### src/rtl/seven_seg_arb_pkg.sv
// Shared types and constants for the seven-segment display arbiter.
package seven_seg_arb_pkg;

   typedef enum logic [1:0] {
      ST_IDLE  = 2'd0,
      ST_OWNED = 2'd1,
      ST_GAP   = 2'd2
   } arb_state_e;

   localparam int unsigned DEF_TICK_DIV = 100000;
   localparam int unsigned DEF_HOLD_MS  = 2000;
   localparam int unsigned DIGIT_W      = 32;
   localparam int unsigned POINT_W      = 8;

   localparam logic [DIGIT_W-1:0] BLANK_WORD = 32'h0;

endpackage

### src/rtl/seven_seg_rr_pick.sv
// Round-robin selector: first requester searching cyclically from rr_last+1.
module seven_seg_rr_pick #(
   parameter int unsigned NUM_REQ = 4,
   parameter int unsigned IDX_W   = $clog2(NUM_REQ)
) (
   input  logic [NUM_REQ-1:0] req,
   input  logic [IDX_W-1:0]   rr_last,
   output logic [IDX_W-1:0]   pick_c,
   output logic               any_req_c
);

   logic [IDX_W-1:0] idx;

   // rr_last itself is the last candidate visited, so a lone requester can re-win
   always_comb begin
      pick_c    = '0;
      any_req_c = 1'b0;
      idx       = '0;
      for (int unsigned i = 1; i <= NUM_REQ; i++) begin
         idx = IDX_W'((32'(rr_last) + i) % NUM_REQ);
         if (!any_req_c && req[idx]) begin
            any_req_c = 1'b1;
            pick_c    = idx;
         end
      end
   end

endmodule

### src/rtl/seven_seg_display_arbiter.sv
// Shares one 8-digit seven-segment scanner between NUM_REQ clients with
// round-robin grant, a minimum contended hold time and a blank gap between owners.
module seven_seg_display_arbiter
   import seven_seg_arb_pkg::*;
#(
   parameter int unsigned NUM_REQ  = 4,
   parameter int unsigned TICK_DIV = DEF_TICK_DIV,
   parameter int unsigned HOLD_MS  = DEF_HOLD_MS
) (
   input  logic                         clock,
   input  logic                         reset_n,
   input  logic [NUM_REQ-1:0]           req,
   input  logic [DIGIT_W*NUM_REQ-1:0]   req_digits,
   input  logic [POINT_W*NUM_REQ-1:0]   req_points,
   output logic [NUM_REQ-1:0]           grant,
   output logic [DIGIT_W-1:0]           disp_number,
   output logic [POINT_W-1:0]           dec_points,
   output logic                         blank
);

   localparam int unsigned IDX_W  = $clog2(NUM_REQ);
   localparam int unsigned PRE_W  = (TICK_DIV > 1) ? $clog2(TICK_DIV) : 1;
   localparam int unsigned HOLD_W = $clog2(HOLD_MS + 1);

   arb_state_e          state_q, state_d;
   logic [IDX_W-1:0]    rr_last_q, rr_last_d;
   logic [PRE_W-1:0]    prescaler_q, prescaler_d;
   logic [HOLD_W-1:0]   hold_cnt_q, hold_cnt_d;
   logic                hold_done_q, hold_done_d;
   logic [NUM_REQ-1:0]  grant_q, grant_d;
   logic [DIGIT_W-1:0]  disp_q, disp_d;
   logic [POINT_W-1:0]  points_q, points_d;
   logic                blank_q, blank_d;

   logic [IDX_W-1:0]    pick_c;
   logic                any_req_c;
   logic                wrap_c;
   logic                hold_set_c;
   logic                expire_c;
   logic                release_c;
   logic                others_c;

   logic [DIGIT_W-1:0]  digits_a [NUM_REQ];
   logic [POINT_W-1:0]  points_a [NUM_REQ];

   for (genvar g = 0; g < NUM_REQ; g++) begin : g_unpack
      assign digits_a[g] = req_digits[g*DIGIT_W +: DIGIT_W];
      assign points_a[g] = req_points[g*POINT_W +: POINT_W];
   end

   seven_seg_rr_pick #(
      .NUM_REQ (NUM_REQ),
      .IDX_W   (IDX_W)
   ) u_pick (
      .req       (req),
      .rr_last   (rr_last_q),
      .pick_c    (pick_c),
      .any_req_c (any_req_c)
   );

   // In OWNED, rr_last_q is the owner and grant_q is its one-hot mask
   assign release_c  = ~|(req & grant_q);
   assign others_c   = |(req & ~grant_q);
   assign wrap_c     = (prescaler_q == PRE_W'(TICK_DIV - 1));
   assign hold_set_c = wrap_c && (hold_cnt_q == HOLD_W'(HOLD_MS - 1));
   // Expiry is seen on the same edge the last tick completes, giving exactly HOLD_MS*TICK_DIV cycles
   assign expire_c   = hold_done_q | hold_set_c;

   always_comb begin
      state_d     = state_q;
      rr_last_d   = rr_last_q;
      prescaler_d = prescaler_q;
      hold_cnt_d  = hold_cnt_q;
      hold_done_d = hold_done_q;
      grant_d     = grant_q;
      disp_d      = disp_q;
      points_d    = points_q;
      blank_d     = blank_q;

      unique case (state_q)
         ST_IDLE, ST_GAP: begin
            if (any_req_c) begin
               state_d         = ST_OWNED;
               rr_last_d       = pick_c;
               prescaler_d     = '0;
               hold_cnt_d      = '0;
               hold_done_d     = 1'b0;
               grant_d         = '0;
               grant_d[pick_c] = 1'b1;
               blank_d         = 1'b0;
               disp_d          = digits_a[pick_c];
               points_d        = points_a[pick_c];
            end else begin
               state_d = ST_IDLE;
               grant_d = '0;
               blank_d = 1'b1;
            end
         end

         ST_OWNED: begin
            if (release_c || (expire_c && others_c)) begin
               state_d = ST_GAP;
               grant_d = '0;
               blank_d = 1'b1;
            end else begin
               disp_d      = digits_a[rr_last_q];
               points_d    = points_a[rr_last_q];
               prescaler_d = wrap_c ? '0 : prescaler_q + PRE_W'(1);
               if (wrap_c && !hold_done_q) begin
                  hold_cnt_d  = hold_cnt_q + HOLD_W'(1);
                  hold_done_d = hold_set_c;
               end
            end
         end

         default: begin
            state_d = ST_IDLE;
            grant_d = '0;
            blank_d = 1'b1;
         end
      endcase
   end

   always_ff @(posedge clock or negedge reset_n) begin
      if (!reset_n) begin
         state_q     <= ST_IDLE;
         rr_last_q   <= IDX_W'(NUM_REQ - 1);
         prescaler_q <= '0;
         hold_cnt_q  <= '0;
         hold_done_q <= 1'b0;
         grant_q     <= '0;
         disp_q      <= BLANK_WORD;
         points_q    <= '0;
         blank_q     <= 1'b1;
      end else begin
         state_q     <= state_d;
         rr_last_q   <= rr_last_d;
         prescaler_q <= prescaler_d;
         hold_cnt_q  <= hold_cnt_d;
         hold_done_q <= hold_done_d;
         grant_q     <= grant_d;
         disp_q      <= disp_d;
         points_q    <= points_d;
         blank_q     <= blank_d;
      end
   end

   assign grant       = grant_q;
   assign disp_number = disp_q;
   assign dec_points  = points_q;
   assign blank       = blank_q;

endmodule

### config.mk
export PLATFORM = sky130hd
export DESIGN_NAME = seven_seg_display_arbiter
export DESIGN_NICKNAME = d
export VERILOG_FILES = /design/src/rtl/seven_seg_arb_pkg.sv /design/src/rtl/seven_seg_rr_pick.sv /design/src/rtl/seven_seg_display_arbiter.sv
export SDC_FILE = /design/constraint.sdc
export NUM_CORES = 1
export LEC_CHECK = 0
export BUFFER_PORTS_ARGS = -buffer_cell sky130_fd_sc_hd__clkbuf_2
export CORE_MARGIN = 2
export CORE_UTILIZATION = 45
export DETAILED_ROUTE_END_ITERATION = 12
export GPL_ROUTABILITY_DRIVEN = 0
export GPL_TIMING_DRIVEN = 0
export PLACE_DENSITY = 0.65
export SYNTH_ARGS = -nofsm -noshare
export SYNTH_HDL_FRONTEND = slang
export SYNTH_SLANG_ARGS = --single-unit
export TNS_END_PERCENT = 1
### constraint.sdc
create_clock -name clock -period 3.6 [get_ports clock]
set_clock_uncertainty 0.15 [all_clocks]
set_input_delay 0.36 -clock clock [delete_from_list [all_inputs] [get_ports clock]]
set_output_delay 0.36 -clock clock [all_outputs]
set_load 0.05 [all_outputs]
==> summary.md <==
Following the worst setup path forward leads to its endpoint at disp_number[25]. Synthesis inferred 78 register bits. The total leakage power is 3.94 nW, and the highest fanout seen on the critical path is 10. In this run the critical register-to-register path is launched from rr_last_q[1]. By area the synthesized netlist is led by dfrtp_1, mux4_2, nor4bb_1. The finished cells cover 11300 um2. The first global-routing pass estimated 59100 um of wire. The setup check on the worst reg-to-reg path leaves a slack of 70 ps. The share of synthesized flip-flops with an asynchronous set or reset was 100%; the routed length per placed instance was 23.5 um. The setup path with the least slack is of type flip-flop to flip-flop. The worst-case vdd ir drop was 0.000412 V; the cell internal power dissipation was 3.66 mW.

For the initial antenna violation count, the log shows 3. Yosys mapped a number of flops with a built-in enable equal to 0. The flow ran to the end, and the final reports show no timing, DRC or antenna violations.

The sum of routed wire length over all layers was 38400 um; the headroom to the max-slew limit was 25.4%. Classification of the worst-slack hold path: flip-flop to flip-flop. The tools report the sort of element at the start of the critical path as a flip-flop. The share of total power dissipated in the clock network is 11.5%. The arrival time reported for the critical path endpoint was 3640 ps; the number of cell instances on the worst register-to-register path was 8. Max-cap check violation count: 0.

Number of different library cells in the post-synthesis netlist: 57. The synthesized area came out at 9580 um2. In the synthesized netlist the dominant register cell turns out to be dfrtp_1. Synthesis produced 1125 cells.

The fraction of synthesized cell area taken by the top area cell type is 19.6%. The cell area power density was 747 nW/um2; the number of buffers created by CTS was 9. Entering global routing, the biggest net connects 49 pins. The cell area after placement is 11000 um2.

The detail route stage leaves a number of antenna-violating nets equal to 0. Of the total power, the share spent switching nets is 56.7%. The number of global-route vias before repair was 10800; the met3 global-route usage was 6.95%. For met2 alone, demand over resource in global routing was 53.4%.

The root buffer cell chosen for the clock tree is clkbuf_16. The part of the power in registers came out at 16.9%. Global routing consumed, on the met1 layer, 44.2% of the routing resources. Pin placement for this block handled 211 I/O pins. The full die area is 22500 um2. The total net switching power is 4.79 mW, and the initial detailed-routing violation count is 1191. For the endpoint required time on the critical path, the log shows 3720 ps. Summed over all failing endpoints, the final setup total negative slack is 0 ps. For this run, design rule violations remaining after detail routing come to 0. At the later pin of the worst-skew pair, clock insertion delay measures 360 ps. In this run the critical register-to-register path is captured at disp_number[25].

The number of buffers on the longest clock path was 2; the detailed-route via count was 11600. For this run, the post-layout net count is 1516. The tools report the total overflow reported by the global router as 0. The number of pins exceeding their max-slew limit in the final report is 0. The largest total area in the synthesized netlist belongs to dfrtp_1.

Of the total power, combinational logic draws 71.7%. The share of post-route cells with drive strength above 1 is 21.2%, and the synthesis-to-layout area growth is 18.2%. The worst setup path is captured at a flip-flop.

After layout, the worst path uses 97.9% of the clock period. For this configuration, the core starts out at a cell density of 45.7%. The die is 150 um wide. The wire-length estimate of the detail-placed layout is 29100 um. Setup repair after global routing left no endpoint under its margin. In the global route stage, overall resource usage came out at 33.5%.

TritonCTS built the clock tree. The region available for standard cell placement spans 21000 um2. The maximum frequency from static timing analysis is 284 MHz. The run gives 2104 as the number of filler instances in the final layout. The number of failing hold endpoints at the final stage was 0.

The transition time at the pin with the least slew margin came out at 1120 ps. The floorplan step set the die height to 150 um. Before antenna repair, the detailed router went through 5 iterations. After detailed routing, the number of vias per cell comes to 7.10. For the total clock sinks, the log shows 78. After synthesis, the most frequently instantiated cells are clkbuf_1, o211ai_1, o21a_1. After synthesis, the mean cell area works out to 8.51 um2.

The initialized floorplan defines 53 standard-cell rows. Busiest layer in global routing: met2. For this run, the number of Yosys warnings is 0.

The most repeated cell in the gate-level netlist after synthesis was clkbuf_1. After clock tree synthesis, the clock-pin slew on the worst setup and hold paths is 60 ps. The net count after synthesis is 1293, and the number of port buffers is 210. Setup violations remaining at the end of the flow were counted as 0. The critical path starts at rr_last_q[1].

The depth of the CTS H-tree was 3; the clock period minus worst slack was 3530 ps. Sequential cells were found to cover 20.4% of the synthesized design area. The worst hold path depth came out at 1.
timing repair:
action                                  in CTS  in global routing
hold buffers                                 1                  0
endpoints found under the setup margin       0                  2
setup buffers                                0                  0
gates resized for setup                      0                  2
endpoints found under the hold margin       30                  0
worst max-delay path: stages, from the launching register on:
cell and delay, ps:
dfstp_2 540, clkbuf_1 410, buf_1 430, buf_1 530
o21ai_1 390, clkbuf_1 330, a32oi_1 280, o21ai_0 170
a31oi_1 210
logic make-up after synthesis:
kind of cell	after synthesis	synth area share [%]
adder cells (fa/ha/maj)	2	0.261
AO/OA/AOI/OAI	471	37.3
AND/OR/NAND/NOR	352	25.1
multiplexers	44	9.84
flip-flops	78	20.4
buffers and inverters	178	7.08
metal layers:
layer | part of all wire, % | wire length [um] | vias to the layer above
met5 | 0 | 0 | -
met2 | 46 | 17600 | 707
met3 | 9.9 | 3810 | 124
met1 | 40 | 15400 | 5563
met4 | 4.0 | 1540 | 0
li1 | - | - | 5171
layout by cell type (no fill, tap or decap), drive strengths merged, types with 18 or more instances in the layout:
master / count
a31oi: 42
nor4bb: 80
nand3: 20
nand2: 58
o211ai: 89
o21ai: 51
a32oi: 40
mux4: 40
o21a: 82
a2111oi: 42
clkbuf: 373
nor3b: 80
buf: 18
a311oi: 80
dfrtp: 75
nor3: 44
through the flow:
step / total power, mW / hold WS (ps) / std cells / utilization (%) / setup WS (ps)
finish: 8.45 / 364 / 1630 / 54.0 / 75.0
global route: 8.95 / 375 / 1628 / 54.0 / 16.0
CTS: 8.32 / 362 / 1627 / 54.0 / 256
detailed placement: 7.34 / 232 / 1611 / 52.5 / -38.9
global placement: 7.28 / 350 / 1610 / 52.4 / -11.6
floorplan: 5.66 / -85.6 / 1125 / - / 1140
flip-flops by register name (all words and copies together) (netlist names):
register     flops
rr_last_q        2
state_q          2
hold_done_q      1
dec_points       8
hold_cnt_q      11
prescaler_q     17
blank            1
disp_number     32
grant            4
final cells by class:
class | instances | area [um2] | area share, %
Sequential cell | 78 | 1960 | 17.3
Multi-Input combinational cell | 869 | 6950 | 61.4
Timing Repair Buffer | 212 | 1090 | 9.64
Clock inverter | 5 | 57.6 | 0.508
Antenna cell | 3 | 7.51 | 0.0663
Buffer | 170 | 648 | 5.72
Tap cell | 275 | 344 | 3.04
Clock buffer | 10 | 239 | 2.11
Inverter | 8 | 30.0 | 0.265
power by group through the flow:
stage	Sequential, mW	Clock (mW)	Combinational, mW
6_report	1.43	0.969	6.06
5_1_grt	1.46	1.02	6.47
4_1_cts	1.42	0.975	5.92
3_5_place_dp	1.44	0	5.90
3_3_place_gp	1.43	0	5.85
2_1_floorplan	2.28	0	3.38
worst min path at each step:
stage                                from         endpoint  slack, ps
after floorplan                   reset_n    dec_points[0]        -90
after global placement    prescaler_q[16]  prescaler_q[16]        350
after detailed placement          reset_n  prescaler_q[11]        230
after CTS                 prescaler_q[16]  prescaler_q[16]        360
after global routing      prescaler_q[16]  prescaler_q[16]        370
final                               blank            blank        360
Note: power is estimated with default switching activity, not from simulation.
